`src/rtl/swap_cfg_ctrl.sv`:
```
// swap_cfg_ctrl: sequences run-time swap reconfiguration per initiator port.
// Blocks the port, drains outstanding transactions, then commits atomically.
// Ports:
//   clk, rst_n           clock, async active-low reset
//   req_*                request handshake and fields (port/enable/source/target)
//   addr_hs_i/resp_done_i per-port issue/complete pulses for drain tracking
//   block_o              per-port issue gate
//   select_o/source_o/target_o  swap stage configuration
//   busy_o/done_o/err_o/err_code_o  status
module swap_cfg_ctrl #(
  parameter int N_INIT_PORT = 8,
  parameter int LOG_N_INIT  = 3,
  parameter int CNT_W       = 4,
  parameter int TIMEOUT_CYC = 1024
) (
  input  logic                           clk,
  input  logic                           rst_n,
  input  logic                           req_valid_i,
  output logic                           req_ready_o,
  input  logic [LOG_N_INIT-1:0]          req_port_i,
  input  logic                           req_enable_i,
  input  logic [LOG_N_INIT-1:0]          req_source_i,
  input  logic [LOG_N_INIT-1:0]          req_target_i,
  input  logic [N_INIT_PORT-1:0]         addr_hs_i,
  input  logic [N_INIT_PORT-1:0]         resp_done_i,
  output logic [N_INIT_PORT-1:0]         block_o,
  output logic [N_INIT_PORT-1:0]         select_o,
  output logic [N_INIT_PORT*LOG_N_INIT-1:0] source_o,
  output logic [N_INIT_PORT*LOG_N_INIT-1:0] target_o,
  output logic                           busy_o,
  output logic                           done_o,
  output logic                           err_o,
  output logic [1:0]                     err_code_o
);

  localparam int TW = (TIMEOUT_CYC > 2) ? $clog2(TIMEOUT_CYC) : 1;
  localparam logic [TW-1:0] TMAX = TW'(TIMEOUT_CYC - 1);
  localparam logic [CNT_W-1:0] CMAX = '1;

  typedef enum logic [1:0] {
    IDLE,
    DRAIN,
    COMMIT
  } state_t;

  state_t                 state;
  logic [CNT_W-1:0]       cnt [N_INIT_PORT];
  logic [TW-1:0]          tcnt;
  logic [LOG_N_INIT-1:0]  port_q;
  logic [LOG_N_INIT-1:0]  src_q;
  logic [LOG_N_INIT-1:0]  tgt_q;
  logic                   en_q;
  logic                   bad_idx;
  logic                   drained;

  assign req_ready_o = (state == IDLE);
  assign busy_o      = (state != IDLE);

  // Source/target only matter when enabling; an unswap may carry junk.
  always_comb begin
    bad_idx = 1'b0;
    if (int'(req_port_i) >= N_INIT_PORT)
      bad_idx = 1'b1;
    if (req_enable_i &&
        ((int'(req_source_i) >= N_INIT_PORT) ||
         (int'(req_target_i) >= N_INIT_PORT)))
      bad_idx = 1'b1;
  end

  always_comb begin
    drained = 1'b0;
    for (int p = 0; p < N_INIT_PORT; p++) begin
      if (LOG_N_INIT'(p) == port_q)
        drained = (cnt[p] == '0);
    end
  end

  // Outstanding counters track every port in every state, including
  // illegal issues on a blocked port.
  always_ff @(posedge clk or negedge rst_n) begin
    if (!rst_n) begin
      for (int p = 0; p < N_INIT_PORT; p++)
        cnt[p] <= '0;
    end else begin
      for (int p = 0; p < N_INIT_PORT; p++) begin
        if (addr_hs_i[p] && !resp_done_i[p]) begin
          if (cnt[p] != CMAX)
            cnt[p] <= cnt[p] + CNT_W'(1);
        end else if (resp_done_i[p] && !addr_hs_i[p]) begin
          if (cnt[p] != '0)
            cnt[p] <= cnt[p] - CNT_W'(1);
        end
      end
    end
  end

  always_ff @(posedge clk or negedge rst_n) begin
    if (!rst_n) begin
      state      <= IDLE;
      tcnt       <= '0;
      port_q     <= '0;
      src_q      <= '0;
      tgt_q      <= '0;
      en_q       <= 1'b0;
      block_o    <= '0;
      select_o   <= '0;
      source_o   <= '0;
      target_o   <= '0;
      done_o     <= 1'b0;
      err_o      <= 1'b0;
      err_code_o <= 2'b00;
    end else begin
      done_o <= 1'b0;
      err_o  <= 1'b0;
      unique case (state)
        IDLE: begin
          if (req_valid_i) begin
            err_code_o <= 2'b00;
            port_q     <= req_port_i;
            src_q      <= req_source_i;
            tgt_q      <= req_target_i;
            en_q       <= req_enable_i;
            if (bad_idx) begin
              err_o      <= 1'b1;
              err_code_o <= 2'b10;
            end else begin
              state   <= DRAIN;
              tcnt    <= '0;
              block_o <= N_INIT_PORT'(1) << req_port_i;
            end
          end
        end
        DRAIN: begin
          if (drained) begin
            state <= COMMIT;
          end else if (tcnt == TMAX) begin
            state      <= IDLE;
            block_o    <= '0;
            err_o      <= 1'b1;
            err_code_o <= 2'b01;
          end else begin
            tcnt <= tcnt + TW'(1);
          end
        end
        COMMIT: begin
          state   <= IDLE;
          block_o <= '0;
          done_o  <= 1'b1;
          for (int p = 0; p < N_INIT_PORT; p++) begin
            if (LOG_N_INIT'(p) == port_q) begin
              select_o[p] <= en_q;
              source_o[p*LOG_N_INIT +: LOG_N_INIT] <=
                en_q ? src_q : '0;
              target_o[p*LOG_N_INIT +: LOG_N_INIT] <=
                en_q ? tgt_q : '0;
            end
          end
        end
        default: state <= IDLE;
      endcase
    end
  end

endmodule

```
`config.mk`:
```
export PLATFORM = sky130hd
export DESIGN_NAME = swap_cfg_ctrl
export DESIGN_NICKNAME = d
export VERILOG_FILES = /design/src/rtl/swap_cfg_ctrl.sv
export SDC_FILE = /design/constraint.sdc
export NUM_CORES = 1
export LEC_CHECK = 0
export ABC_AREA = 1
export BUFFER_PORTS_ARGS = -buffer_cell sky130_fd_sc_hd__clkbuf_2
export CAP_MARGIN = 20
export CORE_MARGIN = 10
export CORE_UTILIZATION = 57
export CTS_CLUSTER_DIAMETER = 120
export CTS_CLUSTER_SIZE = 16
export DETAILED_ROUTE_END_ITERATION = 6
export PLACE_DENSITY = 0.77
export SLEW_MARGIN = 20
export SYNTH_ARGS = -nofsm -noshare
export SYNTH_HDL_FRONTEND = slang
export SYNTH_SLANG_ARGS = --single-unit
```
`constraint.sdc`:
```
create_clock -name clk -period 2.2 [get_ports clk]
set_clock_uncertainty 0.05 [all_clocks]
set_input_delay 0.11 -clock clk [delete_from_list [all_inputs] [get_ports clk]]
set_output_delay 0.11 -clock clk [all_outputs]
set_load 0.03 [all_outputs]
```
==> results.md, run 1 <==
- Reg clk slew, reported paths: 0.06 ns
- Residual DRC count: 0
- Mapped Nets: 732
- #FFs+latches synth: 121
- Pin count of the biggest net entering global routing: 71
- Gate Count Post-Synth: 666
- Synth area leaders: dfrtp_1 (49%), nand2_1 (11%), ha_1 (5.9%), o21ai_0 (4.6%), inv_1 (3.3%)
- Worst slew margin: 58.7%
- Worst path required time: 2.60 ns
- Number of enable flip-flop cells after synthesis: 0
- Worst-path fanout max: 11
- Cell Pwr Density: 1480 nW/um^2
- Worst-Margin Slew: 0.617 ns
- Final period util: 92.8%
- Net Switching: 4.97 mW
- Initial DRC Count: 376
- Antenna violations before repair: 0
- Peak supply drop: 0.00100 V
- Vias in the first global route: 5089
- Worst path slowest cell: dfrtp_1
- Slew Limit Fails: 0
- Placer Congestion: 0.829
- Hold Path Class: primary input to flip-flop
- Commonest non-fill, non-tap cell in the layout: nand2_1
- Primary FF master, synth: dfrtp_1
- CTS Sinks: 121
- I/O Pins: 99
- Die height: 124 microns
- CP endpoint kind: flip-flop
- Final #Nets: 855
- Vias per std cell: 5.43
- Max-cap violation count: 0
- Core area: 10400 sq um
- Status: finished, final reports clean
- Total CTS buffers: 17
- DR WL/cell: 15.9 microns
- Synthesized cell area: 6150 sq um
- Synth warn: 0
- Fmax: 490 MHz
- Row count: 37
- Die Area: 15300 sq um
- Final min period: 2.04 ns
- Die Span X: 124 microns
- Comb pwr share: 42.4%
- Leak Pwr: 3.80 nW
- Setup violators final: 0
- R2R cell count: 10
- CP peak stage delay: 0.39 ns
- N_diodes: 0
- CTS tree: built
- Final Cell Area: 7510 sq um
- Post-route ant nets: 0
- DR pass1 iterations: 5
- Worst Setup Start Kind: flip-flop
- Sw Ratio: 44.6%
- Total track usage: 19.8%
- RSZ-0062 raised after global routing: no
- Routed WL: 14900 microns
- H-tree levels: 4
- Critical path arrival: 2.44 ns
- Part of the power in the clock network: 23.0%
- Sequential-to-total area share from yosys stat: 49.3%
- Clock buffer depth: 2
- Sequential power share: 34.6%
- Synthesis-to-layout area growth: 22.1%
- Unique masters post-synth: 41
- Async SR Flop Fraction: 100%
- Remaining Overflow, GRT: 0
- Most frequent CP cell: nand2_1
- Final core utilization: 72.1%
- Final Hold Vio Count: 0
- Setup TNS Final: 0 ns
- First-pass GRT wire length: 24300 microns
- Layout cell share with drive strength beyond 1: 21.2%
- Crit-path cells: ha_1 -> nand2_1 -> inv_2 -> nand2_1 -> nor2_2 -> nand3_1 -> nand2_1 -> nor2_1 -> or2_1 -> nand2_1
- Initial Util: 59.0%
- Port bufs: 97
- Crit Path Category: flip-flop to flip-flop
- Share of Yosys cell area claimed by the top area cell type: 49.3%
- Clk root buf: clkbuf_8
- Clk_lat worst skew: 0.51 ns
- DP HPWL: 10500 microns
- Most frequent cells in the layout: nand2_1 (173), dfrtp_1 (121), clkbuf_2 (96)
- Worst hold path cell count: 6
- Largest area contributor in the netlist: dfrtp_1
- Via count of the routed design: 5097
- Post-CTS Setup Bufs: 0
- Dpl cell area: 6770 sq um
- Avg Cell Area, Syn: 9.23 sq um
- WHS: 0.0143 ns
- Int Power: 6.18 mW
per-stage QoR:
step           total power, mW  cells  worst slack, ns
2_1_floorplan             7.19    666            0.311
3_3_place_gp              8.27    888            0.340
3_5_place_dp              8.54    888            0.236
4_1_cts                   11.2    938           0.0874
5_1_grt                   11.9    938           0.0495
6_report                  11.1    938            0.158
path summary, 6_finish.rpt:
check,startpoint,to,slack (ns)
worst max-delay path,tcnt[0]$_DFFE_PN0P_,state[0]$_DFFE_PN0P_,0.16
worst min-delay path,resp_done_i[4],cnt[13]$_DFFE_PN0P_,0.01
worst max register to register,tcnt[0]$_DFFE_PN0P_,state[0]$_DFFE_PN0P_,0.16
worst min register to register,err_code_o[0]$_DFFE_PN0P_,err_code_o[0]$_DFFE_PN0P_,0.42
max in group asynchronous,rst_n,cnt[3]$_DFFE_PN0P_,0.99
min in group asynchronous,rst_n,block_o[2]$_DFFE_PN0P_,0.09
cells in the mapped netlist, types with 4 or more instances:
cell type  count
inv_2          4
o21a_1        14
inv_1         54
a21o_1         5
clkbuf_1       8
xor2_1        22
nand2_1      173
xnor2_1        8
o21ai_0       56
nor2_2         7
fa_1           8
a21oi_1       13
mux2_2         6
dfrtp_1      121
nor2_1        48
nor3_1         8
nor3_2         7
nand3_1       18
nand4_1       22
o21ai_1        5
ha_1          29
power groups by stage:
stage | Clock (mW) | Combinational, mW | Sequential, mW
6_report | 2.56 | 4.73 | 3.86
4_1_cts | 2.59 | 4.76 | 3.84
3_3_place_gp | 0 | 4.48 | 3.79
5_1_grt | 2.71 | 5.25 | 3.96
3_5_place_dp | 0 | 4.69 | 3.85
2_1_floorplan | 0 | 2.71 | 4.47
logic make-up after synthesis:
family	Yosys count	share of synthesized area, %
flops	121	49.3
xor+xnor	30	4.27
fa+ha+maj	37	8.51
compound gates	98	9.06
mux	6	1.10
simple gates	301	22.8
other cells	1	0.0610
buf+inv	72	4.91
sequential cells by signal, summed over array words and instances, names as in the netlist, 2 cells and up:
| name | flops |
|---|---|
| port_q | 3 |
| src_q | 3 |
| select_o | 8 |
| cnt | 32 |
| state | 2 |
| block_o | 8 |
| tgt_q | 3 |
| source_o | 24 |
| target_o | 24 |
| tcnt | 10 |
routing by layer:
| layer | track usage, % | vias up | share of wire [%] |
|---|---|---|---|
| met2 | 32.9 | 159 | 50 |
| met3 | 6.15 | 16 | 6.4 |
| met1 | 24.4 | 2488 | 42 |
| met5 | 0 | - | 0 |
| met4 | 5.31 | 0 | 1.2 |
| li1 | - | 2434 | - |
repair_timing:
| item | in CTS | in global routing |
|---|---|---|
| resized for setup | 0 | 1 |
| hold endpoints to repair | 144 | 0 |
| hold buffers | 18 | 0 |
| setup endpoints to repair | 0 | 1 |
area by class of cell:
type / instances / area, sq um
multi-input combinational: 473 / 2820
inverter: 58 / 218
clock buffer: 18 / 428
timing repair buffer: 118 / 716
fill: 783 / 2910
sequential: 121 / 3030
clock inverter: 14 / 125
tap: 136 / 170
worst max-delay path, delay by kind of cell, from the launching register on:
kind | cells | cell delay, ns
and+or+nand+nor | 8 | 1.29
adders and majority gates | 1 | 0.20
DFF | 1 | 0.39
buffers and inverters | 1 | 0.06
No activity file was read; power rests on OpenSTA's default activity.
==> run 2: changes to the inputs <==
--- a/config.mk
+++ b/config.mk
@@ -6,14 +6,14 @@
 export NUM_CORES = 1
 export LEC_CHECK = 0
 export ABC_AREA = 1
-export BUFFER_PORTS_ARGS = -buffer_cell sky130_fd_sc_hd__clkbuf_2
 export CAP_MARGIN = 20
 export CORE_MARGIN = 10
-export CORE_UTILIZATION = 57
+export CORE_UTILIZATION = 58
 export CTS_CLUSTER_DIAMETER = 120
 export CTS_CLUSTER_SIZE = 16
 export DETAILED_ROUTE_END_ITERATION = 6
-export PLACE_DENSITY = 0.77
+export DONT_BUFFER_PORTS = 1
+export PLACE_DENSITY = 0.73
 export SLEW_MARGIN = 20
 export SYNTH_ARGS = -nofsm -noshare
 export SYNTH_HDL_FRONTEND = slang
==> constraint.sdc (replaced) <==
create_clock -name clk -period 1.67 [get_ports clk]
set_clock_uncertainty 0.05 [all_clocks]
set_input_delay 0.0835 -clock clk [delete_from_list [all_inputs] [get_ports clk]]
set_output_delay 0.0835 -clock clk [all_outputs]
set_load 0.03 [all_outputs]
==> results.md, run 2 (synthesis gave the netlist of run 1 again) <==
- Slew Limit Fails: 0 (unchanged)
- Synthesis-to-layout area growth: 27.4%
- CP peak stage delay: 0.46 ns (+0.07 ns)
- Final #Nets: 825 (-3.5%)
- H-tree levels: 4 (unchanged)
- Crit Path Category: flip-flop to flip-flop
- Final min period: 1.80 ns (-0.245 ns)
- Dpl cell area: 6650 sq um (-1.7%)
- Total track usage: 20.6% (+0.84 points)
- CTS Sinks: 121 (unchanged)
- Leak Pwr: 3.72 nW (-2.2%)
- WHS: -0.801 ns (-0.815 ns)
- CTS tree: built
- Pin count of the biggest net entering global routing: 122 (+72%)
- Final Hold Vio Count: 132 (+132)
- Worst-path fanout max: 6 (-5)
- First-pass GRT wire length: 24900 microns (+2.6%)
- Fin cells: 908 (-3.2%)
- DR WL/cell: 17.3 microns (+8.9%)
- Fmax: 556 MHz (+14%)
- Vias per std cell: 5.57 (+2.6%)
- Clock buffer depth: 2 (unchanged)
- Critical path arrival: 2.20 ns (-0.24 ns)
- Post-Place Cells: 838 (-5.6%)
- Layout cell share with drive strength beyond 1: 23.7% (+2.5 points)
- Die Span X: 123 microns (-0.73%)
- Via count of the routed design: 5062 (-0.69%)
- Setup violators final: 21 (+21)
- Most frequent cells in the layout: nand2_1 (160), dfrtp_1 (116), o21ai_0 (54)
- Final Cell Area: 7830 sq um (+4.3%)
- Status: finished with violations
- Post-route ant nets: 0 (unchanged)
- Hold Path Class: primary input to asynchronous set/reset pin
- Placer Congestion: 0.924 (+11%)
- Final period util: 108% (+15 points)
- Clk_lat worst skew: 0.52 ns (about the same)
- Cell Pwr Density: 2040 nW/um^2 (+37%)
- Total CTS buffers: 17 (unchanged)
- Crit-path cells: buf_6 -> nand3_2 -> nor2_2 -> nor2_2 -> nand3_2 -> nand2_2 -> nand4_4 -> buf_4 -> o21ai_2 -> nand2_1 -> nand2_1
- Worst path required time: 2.08 ns (-0.52 ns)
- Die Area: 15100 sq um (-1.4%)
- DR pass1 iterations: 7 (+2)
- Final WS setup: -0.127 ns (-0.285 ns)
- Initial Util: 59.5% (+0.53 points)
- Pwr Total: 15.9 mW (+43%)
- Vias in the first global route: 5142 (+1.0%)
- Initial DRC Count: 470 (+25%)
- Peak supply drop: 0.00147 V (+47%)
- Commonest non-fill, non-tap cell in the layout: nand2_1
- DP HPWL: 10500 microns (+0.72%)
- RSZ-0062 raised after global routing: yes
- Max FFs per register: 32 (unchanged)
- Remaining Overflow, GRT: 0 (unchanged)
- Routed WL: 15700 microns (+5.4%)
- Port bufs: 0 (-100%)
- Die height: 123 microns (-0.73%)
- Max-cap violation count: 0 (unchanged)
- Residual DRC count: 0 (unchanged)
- Largest regs: cnt (32), source_o (24), target_o (24)
- CP endpoint kind: flip-flop
- Worst Setup Start Kind: flip-flop
- Reg clk slew, reported paths: 0.07 ns (about the same)
- Violated checks: negative hold slack, negative setup slack
- I/O Pins: 99 (unchanged)
- Largest register by flop count: cnt
- Worst path slowest cell: dfrtp_2
- Antenna violations before repair: 0 (unchanged)
- N_diodes: 0 (unchanged)
- Clk root buf: clkbuf_8
- Core area: 10300 sq um (-0.89%)
- Row count: 37 (unchanged)
-- run 2: cell types whose count changed in the layout (fill, tap and decap cells not counted), sizes merged --
cell | before | now
clkbuf | 114 | 17
nand2 | 175 | 177
nand3 | 22 | 23
inv | 60 | 68
dlygate4sd3 | 18 | 24
buf | 4 | 61
bufinv | 1 | 0
clkinv | 8 | 2
-- run 2: worst paths after layout --
path / start / to / slack (ns) / cells after the start
worst max-delay path: port_q[0]$_DFFE_PN0P_ / state[0]$_DFFE_PN0P_ / -0.13 / 11
worst min-delay path: rst_n / cnt[17]$_DFFE_PN0P_ / -0.80 / 0
worst max register to register: port_q[0]$_DFFE_PN0P_ / state[0]$_DFFE_PN0P_ / -0.13 / 11
worst min register to register: tgt_q[2]$_DFFE_PN0P_ / tgt_q[2]$_DFFE_PN0P_ / 0.46 / 1
max in group asynchronous: rst_n / target_o[16]$_DFFE_PN0P_ / 2.21 / 0
min in group clk: req_valid_i / err_code_o[0]$_DFFE_PN0P_ / -0.04 / 4
-- run 2: what timing repair did --
action                                 4_1_cts  5_1_grt
gates resized for setup                     17       47
setup endpoints to repair                   25       61
pin swaps                                    5       19
buffers inserted                             7        4
endpoints found under the hold margin      172      132
hold buffers                                24        1
gates cloned                                 3        0
-- run 2: critical path, delay by kind of cell (launching register included) --
family	cells	cell delay (ns)
compound gates	1	0.13
flops	1	0.46
buf+inv	2	0.37
simple gates	8	0.74
-- run 2: through the flow --
| stage | setup slack [ns] | utilization (%) | TNS [ns] |
|---|---|---|---|
| floorplan | 0.00207 | - | 0 |
| global placement | -0.0205 | 64.4 | -0.148 |
| detailed placement | -0.0803 | 64.4 | -1.18 |
| CTS | -0.0650 | 73.8 | -0.984 |
| global route | -0.239 | 75.8 | -4.66 |
| finish | -0.127 | 75.8 | -1.86 |
-- run 2: area by class of cell --
cell class	count	area (sq um)
Multi-Input combinational cell	476	3080
Sequential cell	121	3030
Fill cell	647	2490
Timing Repair Buffer	85	758
Clock buffer	17	414
Inverter	58	221
Tap cell	136	170
Clock inverter	15	151
-- run 2: where the power goes --
group          internal, mW  switching [mW]  total [mW]
clock                  1.92            1.55        3.47
combinational          2.83            3.53        6.36
sequential             4.04            2.06        6.11
-- run 2: metal layers --
metal,wire length [microns],global-route usage [%],vias to the layer above
met4,347,7.81,0
met5,0,0,-
li1,-,-,2391
met3,1200,7.38,38
met1,6210,23.7,2469
met2,7920,34.6,164
==> run 3: changes to the inputs <==
--- a/config.mk
+++ b/config.mk
@@ -8,12 +8,12 @@
 export ABC_AREA = 1
 export CAP_MARGIN = 20
 export CORE_MARGIN = 10
-export CORE_UTILIZATION = 58
+export CORE_UTILIZATION = 40
 export CTS_CLUSTER_DIAMETER = 120
 export CTS_CLUSTER_SIZE = 16
 export DETAILED_ROUTE_END_ITERATION = 6
 export DONT_BUFFER_PORTS = 1
-export PLACE_DENSITY = 0.73
+export PLACE_DENSITY = 0.53
 export SLEW_MARGIN = 20
 export SYNTH_ARGS = -nofsm -noshare
 export SYNTH_HDL_FRONTEND = slang
==> results.md, run 3 (synthesis gave the netlist of run 1 again) <==
- Initial Util: 40.6% (-19 points)
- Critical R2R Capture: block_o[5]$_DFFE_PN0P_
- Vias per std cell: 5.03 (-9.8%)
- Max FFs per register: 32 (unchanged)
- Worst R2R Start: port_q[0]$_DFFE_PN0P_
- I/O Pins: 99 (unchanged)
- Routed WL: 15000 microns (-4.2%)
- WHS: -0.684 ns (+0.117 ns)
- Final Hold Vio Count: 121 (-8.3%)
- CP endpoint kind: flip-flop
- Most frequent cells in the layout: nand2_1 (165), dfrtp_1 (117), buf_4 (74)
- CTS tree: built
- Max-cap violation count: 0 (unchanged)
- Violated checks: negative hold slack, negative setup slack
- Final period util: 101% (-6.2 points)
- Row count: 45 (+22%)
- Die Span X: 144 microns (+17%)
- Layout cell share with drive strength beyond 1: 24.8% (+1.1 points)
- Placer Congestion: 0.846 (-8.4%)
- Total track usage: 14.9% (-5.7 points)
- Die height: 144 microns (+17%)
- Vias in the first global route: 4848 (-5.7%)
- Total CTS buffers: 17 (unchanged)
- Worst Setup Start Kind: flip-flop
- Die Area: 20700 sq um (+37%)
- Remaining Overflow, GRT: 0 (unchanged)
- Fmax: 590 MHz (+6.1%)
- R2r setup slk: -0.02 ns (+0.10 ns)
- RSZ-0062 raised after global routing: yes
- Final WS setup: -0.0239 ns (+0.103 ns)
- N_diodes: 0 (unchanged)
- Setup TNS Final: -0.154 ns (+1.71 ns)
- First-pass GRT wire length: 24500 microns (-1.5%)
- Leak Pwr: 3.81 nW (+2.6%)
- Fin cells: 971 (+6.9%)
- Worst-path fanout max: 8 (+2)
- Antenna violations before repair: 0 (unchanged)
- CP peak stage delay: 0.46 ns (about the same)
- Fill count: 1322 (+100%)
- Final min period: 1.69 ns (-0.103 ns)
- Worst path required time: 1.93 ns (-0.15 ns)
- CTS hold repair buffers: 15 (-38%)
- DP HPWL: 10800 microns (+2.6%)
- Setup violators final: 13 (-38%)
- DR WL/cell: 15.5 microns (-10%)
- Clk root buf: clkbuf_16
- Commonest non-fill, non-tap cell in the layout: nand2_1
- Clock buffer depth: 2 (unchanged)
- Residual DRC count: 0 (unchanged)
- Crit-path cells: buf_6 -> nand3_2 -> nor2_2 -> nor2_2 -> nand3_2 -> nand2_2 -> nand4_4 -> nand2_8 -> nand3_4 -> nand2_1 -> nand2_1
- R2R cell count: 11 (unchanged)
- Post-route ant nets: 0 (unchanged)
- Clk_lat worst skew: 0.42 ns (-0.10 ns)
- Final #Nets: 836 (+1.3%)
- Port bufs: 0 (unchanged)
- Peak supply drop: 0.00101 V (-32%)
- DR pass1 iterations: 5 (-2)
- Status: finished with violations
- Via count of the routed design: 4882 (-3.6%)
- CTS Sinks: 121 (unchanged)
- Post-Place Cells: 906 (+8.1%)
- Pin count of the biggest net entering global routing: 122 (unchanged)
- Critical path arrival: 1.95 ns (-0.25 ns)
- Largest register by flop count: cnt
- Worst path slowest cell: dfrtp_2
- Cell Pwr Density: 1980 nW/um^2 (-2.6%)
- Crit Path Category: flip-flop to flip-flop
- H-tree levels: 4 (unchanged)
- Reg clk slew, reported paths: 0.06 ns (about the same)
- Largest regs: cnt (32), source_o (24), target_o (24)
- Core area: 15100 sq um (+47%)
- Synthesis-to-layout area growth: 30.2%
- Slew Limit Fails: 0 (unchanged)
- Initial DRC Count: 255 (-46%)
- Hold Path Class: primary input to asynchronous set/reset pin
run 3: changes by cell type in the layout (fill, tap and decap cells not counted), moves of 5 or more:
| cell | before | now |
|---|---|---|
| nand2_2 | 14 | 9 |
| inv_8 | 6 | 0 |
| dlygate4sd3_1 | 24 | 15 |
| nand2_1 | 160 | 165 |
| buf_4 | 52 | 74 |
run 3: what timing repair did:
action                                  CTS  global route
gates resized for setup                  22            35
cloned                                    1             0
endpoints found under the setup margin   22            52
pin swaps                                 6            22
buffers inserted                          6            11
endpoints found under the hold margin   149           121
run 3: final cells by class:
type,instances,area (sq um),share of cell area [%]
clock buffer,21,450,5.63
clock inverter,11,121,1.52
inverter,58,226,2.83
multi-input combinational,474,3070,38.3
sequential,121,3030,37.9
tap,188,235,2.94
timing repair buffer,98,868,10.8
run 3: stage by stage:
| stage | util [%] | setup slack, ns | power (mW) | instance area (sq um) |
|---|---|---|---|---|
| floorplan | - | 0.00207 | 9.54 | 6170 |
| finish | 52.8 | -0.0239 | 15.9 | 8000 |
| global placement | 45.6 | -0.104 | 11.4 | 6900 |
| CTS | 51.3 | -0.0668 | 15.6 | 7760 |
| global route | 52.8 | -0.157 | 17.1 | 8000 |
| detailed placement | 45.6 | -0.142 | 11.6 | 6900 |
run 3: worst max-delay path, delay by kind of cell (launching register included):
family,cells,cell delay [ns]
simple gates,10,0.91
flops,1,0.46
buf+inv,1,0.14
run 3: layer usage:
metal / part of all wire, % / vias up / wire length, microns / global-route usage, %
li1: - / 2401 / - / -
met1: 42 / 2350 / 6240 / 17.8
met2: 51 / 115 / 7610 / 24.5
met4: 0.99 / 0 / 148 / 4.73
met3: 6.7 / 16 / 1010 / 5.28
met5: 0 / - / 0 / 0
run 3: worst max-delay path by stage:
stage / from / end / slack [ns] / cells past startpoint
3_5_place_dp: port_q[0]$_DFFE_PN0P_ / block_o[2]$_DFFE_PN0P_ / -0.14 / 10
4_1_cts: port_q[0]$_DFFE_PN0P_ / block_o[2]$_DFFE_PN0P_ / -0.07 / 11
6_report: port_q[0]$_DFFE_PN0P_ / block_o[5]$_DFFE_PN0P_ / -0.02 / 11
5_1_grt: port_q[0]$_DFFE_PN0P_ / block_o[4]$_DFFE_PN0P_ / -0.16 / 11
2_1_floorplan: state[1]$_DFFE_PN0P_ / tcnt[3]$_DFFE_PN0P_ / 0.002 / 8
3_3_place_gp: port_q[0]$_DFFE_PN0P_ / tcnt[8]$_DFFE_PN0P_ / -0.10 / 8
run 3: where the power goes:
| group | leakage (nW) | internal, mW | switching [mW] |
|---|---|---|---|
| combinational | 1.97 | 2.88 | 3.34 |
| clock | 0.278 | 2.23 | 1.33 |
| sequential | 1.57 | 4.04 | 2.05 |
| total | 3.81 | 9.15 | 6.72 |
